$ cat src/rtl/video_mixer_sl.sv
// Video mixer output stage: colour expansion to 8 bits, freeze blanking, frame-stable
// scanline dimming, pixel-enable recovery and DE generation. Optional VIDEO_MIXER_SL_MEASURE_EN
// adds active_w/active_h measurement outputs.
module video_mixer_sl #(
  parameter int COLOR_BITS = 8,
  parameter int SL_PARITY  = 1
) (
  input  logic                  CLK_VIDEO,
  input  logic                  RESET,
  input  logic                  ce_pix,
  input  logic                  HDMI_FREEZE,
  input  logic [1:0]            scanlines,
  input  logic [COLOR_BITS-1:0] R,
  input  logic [COLOR_BITS-1:0] G,
  input  logic [COLOR_BITS-1:0] B,
  input  logic                  HSync,
  input  logic                  VSync,
  input  logic                  HBlank,
  input  logic                  VBlank,
  output logic                  CE_PIXEL,
  output logic [7:0]            VGA_R,
  output logic [7:0]            VGA_G,
  output logic [7:0]            VGA_B,
  output logic                  VGA_HS,
  output logic                  VGA_VS,
  output logic                  VGA_DE
`ifdef VIDEO_MIXER_SL_MEASURE_EN
  ,
  output logic [11:0]           active_w,
  output logic [11:0]           active_h
`endif
);

  localparam logic SL_PAR = SL_PARITY[0];

  function automatic logic [7:0] expand(input logic [COLOR_BITS-1:0] c);
    logic [7:0] e;
    e = '0;
    for (int i = 0; i < 8; i++) e[7-i] = c[COLOR_BITS-1-(i%COLOR_BITS)];
    return e;
  endfunction

  function automatic logic [7:0] dim(input logic [7:0] c, input logic [1:0] m);
    logic [7:0] d;
    case (m)
      2'd1:    d = c - {2'b00, c[7:2]};
      2'd2:    d = {1'b0, c[7:1]};
      2'd3:    d = {2'b00, c[7:2]};
      default: d = c;
    endcase
    return d;
  endfunction

  logic       frz_meta, frz;
  logic       old_hs, old_vs, old_ce;
  logic       parity;
  logic [1:0] sl_mode;
  logic       ce_osc, fs_osc;
  logic [7:0] r1, g1, b1, r2, g2, b2;
  logic       hs1, vs1, hb1, vb1, hs2, vs2, hb2, vb2;
  logic       hde, hde_prev;
  logic       hs_rise, vs_rise, dim_en;

  assign hs_rise = HSync & ~old_hs;
  assign vs_rise = VSync & ~old_vs;
  assign dim_en  = (parity == SL_PAR) && (sl_mode != 2'd0);
  assign hde     = ~hb2 & ~vb2;

  // Parity, mode latch and CE recovery all key off input-side edges.
  always_ff @(posedge CLK_VIDEO or posedge RESET) begin
    if (RESET) begin
      frz_meta <= 1'b0;
      frz      <= 1'b0;
      old_hs   <= 1'b0;
      old_vs   <= 1'b0;
      old_ce   <= 1'b0;
      parity   <= 1'b0;
      sl_mode  <= 2'd0;
      ce_osc   <= 1'b0;
      fs_osc   <= 1'b0;
      CE_PIXEL <= 1'b0;
    end else begin
      frz_meta <= HDMI_FREEZE;
      frz      <= frz_meta;
      old_hs   <= HSync;
      old_vs   <= VSync;
      old_ce   <= ce_pix;
      if (vs_rise) begin
        parity  <= 1'b0;
        sl_mode <= scanlines;
      end else if (hs_rise) begin
        parity  <= ~parity;
      end
      if (vs_rise) begin
        fs_osc <= ce_osc;
        ce_osc <= 1'b0;
      end else if (ce_pix != old_ce) begin
        ce_osc <= 1'b1;
      end
      CE_PIXEL <= fs_osc ? (~old_ce & ce_pix) : ce_pix;
    end
  end

  always_ff @(posedge CLK_VIDEO or posedge RESET) begin
    if (RESET) begin
      r1 <= '0; g1 <= '0; b1 <= '0;
      r2 <= '0; g2 <= '0; b2 <= '0;
      hs1 <= 1'b0; vs1 <= 1'b0; hb1 <= 1'b0; vb1 <= 1'b0;
      hs2 <= 1'b0; vs2 <= 1'b0; hb2 <= 1'b0; vb2 <= 1'b0;
    end else begin
      r1  <= frz ? 8'd0 : expand(R);
      g1  <= frz ? 8'd0 : expand(G);
      b1  <= frz ? 8'd0 : expand(B);
      hs1 <= HSync;
      vs1 <= VSync;
      hb1 <= HBlank;
      vb1 <= VBlank;
      r2  <= dim_en ? dim(r1, sl_mode) : r1;
      g2  <= dim_en ? dim(g1, sl_mode) : g1;
      b2  <= dim_en ? dim(b1, sl_mode) : b1;
      hs2 <= hs1;
      vs2 <= vs1;
      hb2 <= hb1;
      vb2 <= vb1;
    end
  end

  // DE only reloads on an hde change between pixel enables, keeping its edges on pixel boundaries.
  always_ff @(posedge CLK_VIDEO or posedge RESET) begin
    if (RESET) begin
      VGA_R    <= '0;
      VGA_G    <= '0;
      VGA_B    <= '0;
      VGA_HS   <= 1'b0;
      VGA_VS   <= 1'b0;
      VGA_DE   <= 1'b0;
      hde_prev <= 1'b0;
    end else if (CE_PIXEL) begin
      VGA_R    <= r2;
      VGA_G    <= g2;
      VGA_B    <= b2;
      VGA_HS   <= hs2;
      VGA_VS   <= vs2;
      hde_prev <= hde;
      if (hde != hde_prev) VGA_DE <= hde;
    end
  end

`ifdef VIDEO_MIXER_SL_MEASURE_EN
  logic        hs3, vs3, line_act;
  logic [11:0] h_cnt, line_cnt, last_w;
  logic        h_rise2, v_rise2;

  assign h_rise2 = hs2 & ~hs3;
  assign v_rise2 = vs2 & ~vs3;

  // Counted on the stage-2 timing so line boundaries match the hde being counted.
  always_ff @(posedge CLK_VIDEO or posedge RESET) begin
    if (RESET) begin
      hs3      <= 1'b0;
      vs3      <= 1'b0;
      line_act <= 1'b0;
      h_cnt    <= '0;
      line_cnt <= '0;
      last_w   <= '0;
      active_w <= '0;
      active_h <= '0;
    end else begin
      hs3 <= hs2;
      vs3 <= vs2;
      if (h_rise2) begin
        last_w   <= h_cnt;
        h_cnt    <= '0;
        line_act <= 1'b0;
        if (line_act && line_cnt != 12'hFFF) line_cnt <= line_cnt + 12'd1;
      end else if (CE_PIXEL && hde) begin
        if (h_cnt != 12'hFFF) h_cnt <= h_cnt + 12'd1;
        line_act <= 1'b1;
      end
      if (v_rise2) begin
        active_w <= last_w;
        active_h <= line_cnt;
        line_cnt <= '0;
      end
    end
  end
`endif

endmodule
$ cat config.mk
export PLATFORM = sky130hd
export DESIGN_NAME = video_mixer_sl
export DESIGN_NICKNAME = d
export VERILOG_FILES = /design/src/rtl/video_mixer_sl.sv
export SDC_FILE = /design/constraint.sdc
export NUM_CORES = 1
export LEC_CHECK = 0
export CAP_MARGIN = 20
export CORE_UTILIZATION = 33
export CTS_CLUSTER_SIZE = 14
export DETAILED_ROUTE_END_ITERATION = 16
export PLACE_DENSITY = 0.56
export SLEW_MARGIN = 20
export SYNTH_ARGS = -nofsm -noshare
export SYNTH_HDL_FRONTEND = slang
export SYNTH_SLANG_ARGS = --single-unit
$ cat constraint.sdc
create_clock -name CLK_VIDEO -period 5.85 [get_ports CLK_VIDEO]
set_clock_uncertainty 0.2 [all_clocks]
set_input_delay 0.8775 -clock CLK_VIDEO [delete_from_list [all_inputs] [get_ports CLK_VIDEO]]
set_output_delay 0.8775 -clock CLK_VIDEO [all_outputs]
set_load 0.1 [all_outputs]
## After elaboration in Yosys (flattened, before gate mapping)

Cells that the tools add are included.

- Word-level logic and storage cells: 66
- Output and inout port bits: 28
- Bits of input ports: 34
- Flip-flop bits (word level): 93

- Bitwise gates (word level): 10
- $add $sub $neg: 3
- Equal/unequal tests: 5
- Multiplexer cells: 14
- Reductions and logical operators: 5

Operators by type and width:

| kind | count |
|---|---|
| case mux 8 bit (3 select lines) | 3 |
| 2-to-1 mux 8 bit | 6 |
| subtractor 8 x 6 -> 8 bit | 3 |
| NOT 1 bit | 6 |
| nonzero test 2 bit | 3 |
| 2-to-1 mux 1 bit | 5 |
| AND 1 bit | 4 |
| equality test 2 bit, second input constant | 2 |
| equality test 2 x 1 -> 1 bit, second input constant | 1 |
| != test 1 bit | 2 |
| AND reduction 2 bit | 1 |
| logical AND 1 bit | 1 |

## Longest topological paths before layout

Gate-level depths: netlist of run 1.

- Word-level depth: 4
- Mapped depth: 8
- Gate-level depth less buffers: 8

## Worst setup path before layout of run 1

OpenSTA, ideal clock, no wires.

- Path type: flip-flop to flip-flop
- From: reg CE_PIXEL
- To: reg VGA_B[6]
- Clock period less this slack: 2.020 ns
- Stages on the path, launching flop included: 3
- Library setup time: 0.125 ns
- Required time: 5.525 ns
- Slack: 3.830 ns
- Path buffers: 1
- Arrival: 1.695 ns
- Cell sequence: dfrtp_1 > clkbuf_1 > mux2_2

RTL lines:

| item | RTL line | RTL |
|---|---|---|
| from (decl) | 20 | `output logic CE_PIXEL,` |
| from (signal assigned) | 100 | `CE_PIXEL <= fs_osc ? (~old_ce & ce_pix) : ce_pix;` |
| to (signal assigned) | 133 | `VGA_B <= '0;` |
| to (signal assigned) | 141 | `VGA_B <= b2;` |
| to (decl) | 23 | `output logic [7:0] VGA_B,` |

No word-level cell between the ends.

## Worst setup path after layout of run 1

- From: reg VGA_DE
- To: out VGA_DE

RTL lines:

| item | RTL line | RTL |
|---|---|---|
| from (decl) | 26 | `output logic VGA_DE` |
| from (signal assigned) | 136 | `VGA_DE <= 1'b0;` |
| from (signal assigned) | 145 | `if (hde != hde_prev) VGA_DE <= hde;` |

No word-level cell between the ends.

==> out/qor.yml, run 1 <==
r2r_slack_ns: 3.23
ant_nets: 0
diodes: 0
cts_tree: "built"
end_kind: "output port"
drt_wl_total_mm: 9.988
dr.pass1.iters: 6
synth_cells: 415
reg2reg_from: "parity"
wl_met3_um: 524
fin_crit_ns: 2.922
synth-edff-count: 0
rows: 42
cts_setup_buffers: 0
critPathKind: "reg2out"
crit_family: "buffers and inverters"
wl_per_cell_um: 15.27
die_h_um: 119.5
portBuffers: 61
fmax_mhz: 342.3
path_cells: "clkdlybuf4s50_1"
synth_cell_types: 47
r2r_cells: 4
core_mm2: 0.01335
clkTransAtPathRegs_ns: 0.07
synth_flop_cell: "dfrtp_1"
r2r_end: "g2[5]"
tns_ns: 0
grt_pass1_wl_mm: 16.58
clk_latency_ns: 0.34
grt_max_degree: 52
initialDrtViolationCount: 273
drc_errors: 0
grt_pass1_vias: 3285
fillers: 1282
cts_buffer_depth: 2
critPathSlowestCell: "clkdlybuf4s50_1"
whs_ns: 0.1492
hold_viol_final: 0
h-tree-depth: 3
period_share: 0.4994
min_path_cells: 0
cp.arrival_ns: 1.84
wl_met1_mm: 4.866
hpwl_mm: 7.063
cts_root_buffer: "clkbuf_16"
tightest_slew_ns: 0.9787
yosys_register_bits: 93
holdPathEnd: "hb2"
maxSlewViolCount: 0
nNetsFinal: 529
power_density_mw_per_mm2: 428.5
ctsResizeCount: 0
maxUsedRoutingLayer: "met4"
grt_use_total: 0.1481
dp.cells: 638
power.leakage_uw: 0.002413
die_w_um: 119.5
crit_buf_inv: 1
synthArstFlopShare: 1.000
synthesis.area_mm2: 0.004556
ioPinCount: 62
stdcell_count: 654
layout_commonest_cell: "dfrtp_1"
start_kind: "flop"
start_util: 0.3413
final_cell_mix: "dfrtp_1 (93), clkdlybuf4s50_1 (61), nor2b_1 (31)"
min_path_type: "reg2reg"
setup_viol: 0
syn_nets: 471
cts_sinks: 93
rsz0062_at_grt: "false"
design_power_total_uw: 2408
place.gp.congestion: 0.8559
slowest_delay_ns: 1.14
cts_made_buffers: 9
grt.overflow.total: 0
via_per_inst: 5.135
syn_avg_cell_area_um2: 10.98
holdBufCountCts: 0
ir_drop_v: 0.0001346
drive_gt1_frac: 0.1130
syn_to_final_growth_pct: 23.35
dieArea_mm2: 0.01428
maxCapViolCount: 0
wl_met2_mm: 4.484
cp_max_fo: 3
antenna_found_initial: 0
holdCritStartpoint: "hb1"
seq_area_frac_synth: 0.5108
max_slew_margin: 0.3455
status: "finished, final reports clean"
cp.required_ns: 4.77
num_vias: 3358
ys_warn_count: 0
==> registers in the layout, summed over array words and instances, names as in the netlist, 2 cells and up <==
signal and flops:
VGA_B 8, VGA_G 8, VGA_R 8, b1 8, b2 8, g1 8
g2 8, r1 8, r2 8, sl_mode 2
==> final cells by class <==
class / instances / area [um2] / area share
clock inverters: 7 / 58.81 / 0.01047
repair buffers: 64 / 633.1 / 0.1127
clock buffers: 9 / 225.2 / 0.04008
flip-flops and latches: 93 / 2327 / 0.4142
multi-input cells: 273 / 2033 / 0.3618
well taps: 176 / 220.2 / 0.03919
inverters: 32 / 121.4 / 0.02160
==> how the worst max path moves through the flow <==
stage          startpoint       end  cells after the start
3_3_place_gp        RESET  VGA_B[3]                      3
5_1_grt            VGA_DE    VGA_DE                      1
2_1_floorplan       RESET  CE_PIXEL                      1
3_5_place_dp        RESET  VGA_B[3]                      3
4_1_cts            VGA_DE    VGA_DE                      1
6_report           VGA_DE    VGA_DE                      1
==> cells in the mapped netlist, drive strengths merged, types with 2 or more instances <==
library cell  number  area [um2]
a211o              2       17.52
a211oi             5       37.54
a21o               6       45.04
a21oi             23       115.1
a221oi             5       43.79
a222oi             8       80.08
a31oi              2       12.51
buf                8       41.29
clkbuf             9       33.78
dfrtp             93        2327
fa                 3       60.06
ha                19       237.7
inv               32       120.1
mux2              29       326.6
mux2i             11       110.1
nand2             16       65.06
nand2b            12       75.07
nand3              3       15.01
nor2              23       88.84
nor2b             31       193.9
nor4               2       12.51
nor4b              2       17.52
o21ai             20       100.1
o22a               2       17.52
o22ai             21       131.4
o311ai             2       17.52
o31ai              4       30.03
or2                4       25.02
xnor2              4       35.03
xor2               3       26.28
==> stage by stage <==
step           instance area, um2  utilization  setup slack [ns]
2_1_floorplan                4556            -             2.352
3_3_place_gp                 5335       0.3997             3.192
3_5_place_dp                 5335       0.3997             3.152
4_1_cts                      5619       0.4210             2.910
5_1_grt                      5619       0.4210             2.867
6_report                     5619       0.4210             2.928
==> report_power, final <==
group / leakage, uW / internal [uW] / total [uW] / switching (uW)
Clock: 0.000132 / 295 / 555 / 261
Combinational: 0.00111 / 288 / 1010 / 722
Sequential: 0.00117 / 764 / 843 / 79.1
Total: 0.00241 / 1350 / 2410 / 1060
==> kinds of logic after synthesis <==
logic type | Yosys count | share of synthesized area
multiplexers | 40 | 0.09585
AND/OR/NAND/NOR | 99 | 0.1200
flip-flops | 93 | 0.5108
XOR/XNOR | 7 | 0.01346
AO/OA/AOI/OAI | 105 | 0.1516
buffers and inverters | 49 | 0.04285
adder cells (fa/ha/maj) | 22 | 0.06537
==> routing by layer <==
metal  vias up  global-route usage
li1       1606                   -
met3        10             0.03089
met4         0             0.05391
met2       107              0.2197
met1      1635              0.2125
met5         -                   0
No activity file was read; power rests on OpenSTA's default activity.
==> inputs of run 2 (changes only) <==
PLACE_DENSITY = 0.57   (was 0.56)
clock period = 2.6 ns   (was 5.85 ns; I/O delays follow)
==> out/qor.yml, run 2 (same netlist as run 1, synthesis figures left out) <==
status: "finished, final reports clean"
cts_sinks: 93  # unchanged
whs_ns: 0.1460  # -0.003161 ns
fin_crit_ns: 2.195
syn_to_final_growth_pct: 23.87
grt.overflow.total: 0  # unchanged
rsz0062_at_grt: "false"
hpwl_mm: 7.546  # +6.8%
core_mm2: 0.01335  # unchanged
grt_max_degree: 41  # -21%
cts_tree: "built"
cts_buffer_depth: 2  # unchanged
layout_commonest_cell: "dfrtp_1"
hold_viol_final: 0  # unchanged
max_slew_margin: 0.5010  # +0.1555
final_cell_mix: "dfrtp_1 (93), buf_4 (35), clkdlybuf4s50_1 (33)"
cp_max_fo: 6  # +3
portBuffers: 61  # unchanged
stdcell_count: 660  # +0.92%
setup_viol: 0  # unchanged
nNetsFinal: 537  # +1.5%
grt_use_total: 0.1525  # +0.004356
start_kind: "flop"
cp.arrival_ns: 2.21  # +0.37 ns
start_util: 0.3413  # unchanged
die_h_um: 119.5  # unchanged
end_kind: "flop"
drt_wl_total_mm: 10.31  # +3.2%
dp.cells: 646  # +1.3%
fmax_mhz: 455.7
antenna_found_initial: 0  # unchanged
die_w_um: 119.5  # unchanged
critPathKind: "reg2reg"
initialDrtViolationCount: 352  # +29%
maxCapViolCount: 0  # unchanged
tns_ns: 0  # unchanged
diodes: 0  # unchanged
clk_latency_ns: 0.34  # about the same
cts_made_buffers: 9  # unchanged
min_path_type: "reg2reg"
cts_setup_buffers: 0  # unchanged
cp.required_ns: 2.62  # -2.15 ns
grt_pass1_wl_mm: 16.95  # +2.2%
via_per_inst: 5.124  # -0.20%
power_density_mw_per_mm2: 950.2  # +120%
ctsResizeCount: 0  # unchanged
period_share: 0.8441
h-tree-depth: 3  # unchanged
tightest_slew_ns: 0.7485  # -0.2302 ns
num_vias: 3382  # +0.71%
drive_gt1_frac: 0.1818  # +0.06885
dieArea_mm2: 0.01428  # unchanged
clkTransAtPathRegs_ns: 0.06  # about the same
ir_drop_v: 0.0003165  # +140%
dr.pass1.iters: 5  # -1
ioPinCount: 62  # unchanged
wl_per_cell_um: 15.62  # +2.2%
maxSlewViolCount: 0  # unchanged
place.gp.congestion: 0.8035  # -6.1%
ant_nets: 0  # unchanged
cts_root_buffer: "clkbuf_16"
holdBufCountCts: 0  # unchanged
rows: 42  # unchanged
drc_errors: 0  # unchanged
power.leakage_uw: 0.002499  # +3.6%
grt_pass1_vias: 3279  # -0.18%
-- run 2: changes by cell type in the layout (fill, tap and decap cells not counted), sizes merged --
cell and delta:
inv -3, clkbuf +1, buf +36, clkdlybuf4s50 -28, clkinv +1, clkinvlp -1
-- run 2: critical path, cell delays in order (launching register included) --
cell	delay [ns]
dfrtp_1	0.45
ha_1	0.19
inv_1	0.05
fa_1	0.42
a211oi_1	0.23
o21ai_0	0.18
a221oi_1	0.27
nand2_1	0.08
-- run 2: stage by stage --
step / worst slack [ns] / util / power, uW / area, um2
after floorplan: 0.5798 / - / 3644 / 4559
after global placement: 0.4220 / 0.4029 / 4180 / 5378
after detailed placement: 0.4019 / 0.4029 / 4204 / 5378
after CTS: 0.3959 / 0.4228 / 5416 / 5643
after global routing: 0.2378 / 0.4228 / 5599 / 5643
final: 0.4054 / 0.4228 / 5362 / 5643
-- run 2: metal layers --
metal  global-route usage  wire length [um]
met4              0.06094               214
met5                    0                 0
met2               0.2298              4667
met3              0.02852               517
met1               0.2156              4907
-- run 2: report_power, final --
group          leakage (uW)  switching, uW  total [uW]  internal [uW]
Combinational       0.00120           1630        2260            631
Sequential          0.00117            192        1910           1720
Clock              0.000130            530        1190            661
Total               0.00250           2350        5360           3010
-- run 2: area by class of cell --
cell class / instances / area (um2)
timing repair buffer: 72 / 673.1
clock inverter: 4 / 26.28
tap: 176 / 220.2
sequential: 93 / 2327
clock buffer: 10 / 239.0
inverter: 32 / 123.9
multi-input combinational: 273 / 2033
fill: 1282 / 7705
-- run 2: path summary, 6_finish.rpt --
| check | to | cells past startpoint | start | slack, ns |
|---|---|---|---|---|
| min in group asynchronous | VGA_G[2] | 2 | RESET | 0.26 |
| hold reg to reg | frz | 0 | frz_meta | 0.15 |
| setup reg to reg | r2[6] | 7 | r1[2] | 0.41 |
| setup / recovery | r2[6] | 7 | r1[2] | 0.41 |
| max in group asynchronous | g2[7] | 3 | RESET | 1.36 |
| hold / removal | frz | 0 | frz_meta | 0.15 |
==> inputs of run 3 (changes only) <==
clock period = 1.96 ns   (was 2.6 ns; I/O delays follow)
==> out/qor.yml, run 3 (same netlist as run 1, synthesis figures left out) <==
min_path_type: "in2async"
cts_root_buffer: "clkbuf_16"
violations: "negative setup slack"
critPathKind: "reg2reg"
whs_ns: 0.03660  # -0.1094 ns
clk_latency_ns: 0.34  # about the same
multi_input_area_mm2: 0.002242  # +10%
cp.required_ns: 1.99  # -0.63 ns
hold_viol_final: 0  # unchanged
wl_per_cell_um: 14.79  # -5.3%
cts_made_buffers: 9  # unchanged
hpwl_mm: 7.764  # +2.9%
rows: 42  # unchanged
max_slew_margin: 0.7149  # +0.2139
path_cells: "inv_2, ha_4, inv_2, fa_2, a211oi_2, o21ai_2, a221oi_2, nand2_1"
clkTransAtPathRegs_ns: 0.07  # about the same
grt_pass1_wl_mm: 17.09  # +0.81%
via_per_inst: 4.972  # -3.0%
cts_buffer_depth: 2  # unchanged
dr.pass1.iters: 9  # +4
final_cell_mix: "dfrtp_1 (89), buf_4 (63), clkdlybuf4s50_1 (33)"
utilization: 0.4972  # +0.07443
worst_slack_ns: -0.02332  # -0.4287 ns
grt_max_degree: 45  # +9.8%
combPwrFrac: 0.467  # +0.046
pwr-share-clk: 0.209  # -0.013
drt_wl_total_mm: 10.61  # +2.9%
fmax_mhz: 504.2  # +11%
die_h_um: 119.5  # unchanged
maxSlewViolCount: 0  # unchanged
cp_max_fo: 3  # -3
start_util: 0.3413  # unchanged
layout_commonest_cell: "dfrtp_1"
power_density_mw_per_mm2: 1214  # +28%
grt_pass1_vias: 3499  # +6.7%
slowest_delay_ns: 0.38  # -0.07 ns
tightest_slew_ns: 0.4272  # -0.3213 ns
maxCapViolCount: 0  # unchanged
h-tree-depth: 3  # unchanged
initialDrtViolationCount: 230  # -35%
switchingPower_uw: 3338  # +42%
nNetsFinal: 592  # +10%
ir_drop_v: 0.0003894  # +23%
antenna_found_initial: 0  # unchanged
status: "complete, but fails checks"
ioPinCount: 62  # unchanged
place.gp.congestion: 0.8889  # +11%
portBuffers: 61  # unchanged
fin_crit_ns: 1.983  # -0.2113 ns
setup_viol: 1  # +1
regArea_mm2: 0.002332  # +0.22%
cp_common_cell: "inv_2"
ant_nets: 0  # unchanged
die_w_um: 119.5  # unchanged
period_share: 1.012  # +0.1678
drc_errors: 0  # unchanged
dieArea_mm2: 0.01428  # unchanged
seqPwrFrac: 0.324  # -0.033
core_mm2: 0.01335  # unchanged
intPower_uw: 4719  # +57%
cts_tree: "built"
end_kind: "flop"
fillers: 1258  # -1.9%
power.leakage_uw: 0.002908  # +16%
drive_gt1_frac: 0.3494  # +0.1675
rsz0062_at_grt: "true"
diodes: 0  # unchanged
start_kind: "flop"
cts_sinks: 93  # unchanged
grt_use_total: 0.1525  # about the same
swShare: 0.4143  # -0.02386
critPathSlowestCell: "dfrtp_1"
syn_to_final_growth_pct: 45.67
cp.arrival_ns: 2.02  # -0.19 ns
grt.overflow.total: 0  # unchanged
num_vias: 3565  # +5.4%
[run 3: what timing repair did]
action,in CTS,in global routing
gates resized for setup,12,42
buffers inserted,2,8
gates cloned,0,0
pin swaps,1,15
setup endpoints to repair,9,18
hold endpoints to repair,0,0
hold buffers,0,0
[run 3: through the flow]
stage	TNS (ns)	instances	worst slack [ns]	cell area, um2	power (uW)
after global routing	-0.4527	717	-0.1002	6636	8377
after CTS	-0.02222	710	-0.02222	6410	8027
after global placement	-0.2258	692	-0.09236	6062	6265
after detailed placement	-0.5099	692	-0.1749	6062	6305
after floorplan	0	415	0.003634	4561	4834
final	-0.02332	717	-0.02332	6636	8056
[run 3: final timing paths]
check	from	to	slack [ns]	depth (start not counted)
min reg2reg	frz_meta	frz	0.15	0
max	r1[0]	r2[6]	-0.02	8
max in group asynchronous	RESET	parity	1.03	3
min in group CLK_VIDEO	frz_meta	frz	0.15	0
min	RESET	hde_prev	0.04	2
max reg2reg	r1[0]	r2[6]	-0.02	8
[run 3: worst max-delay path, delay by kind of cell (launching register included)]
family | cells | cell delay (ns)
buffers and inverters | 2 | 0.10
adders and majority gates | 2 | 0.51
and+or+nand+nor | 1 | 0.08
AOI/OAI and AO/OA | 3 | 0.60
DFF | 1 | 0.38
[run 3: layout make-up]
class | instances | area share
Sequential cell | 93 | 0.3514
Clock buffer | 11 | 0.03808
Clock inverter | 5 | 0.006222
Inverter | 32 | 0.01867
Timing Repair Buffer | 127 | 0.2146
Multi-Input combinational cell | 273 | 0.3379
Tap cell | 176 | 0.03318
[run 3: power groups by stage]
| stage | Combinational [uW] | Sequential [uW] | Clock [uW] |
|---|---|---|---|
| 6_report | 3760 | 2610 | 1680 |
| 5_1_grt | 3920 | 2660 | 1800 |
| 4_1_cts | 3690 | 2610 | 1730 |
| 3_5_place_dp | 3660 | 2650 | 0 |
| 3_3_place_gp | 3630 | 2630 | 0 |
| 2_1_floorplan | 869 | 3970 | 0 |
[run 3: layer usage]
metal / routed length (um) / vias up / global-route usage
met5: 0 / - / 0
met4: 256 / 0 / 0.07500
met3: 572 / 24 / 0.02519
met2: 4836 / 112 / 0.2363
met1: 4942 / 1701 / 0.2070
li1: - / 1728 / -
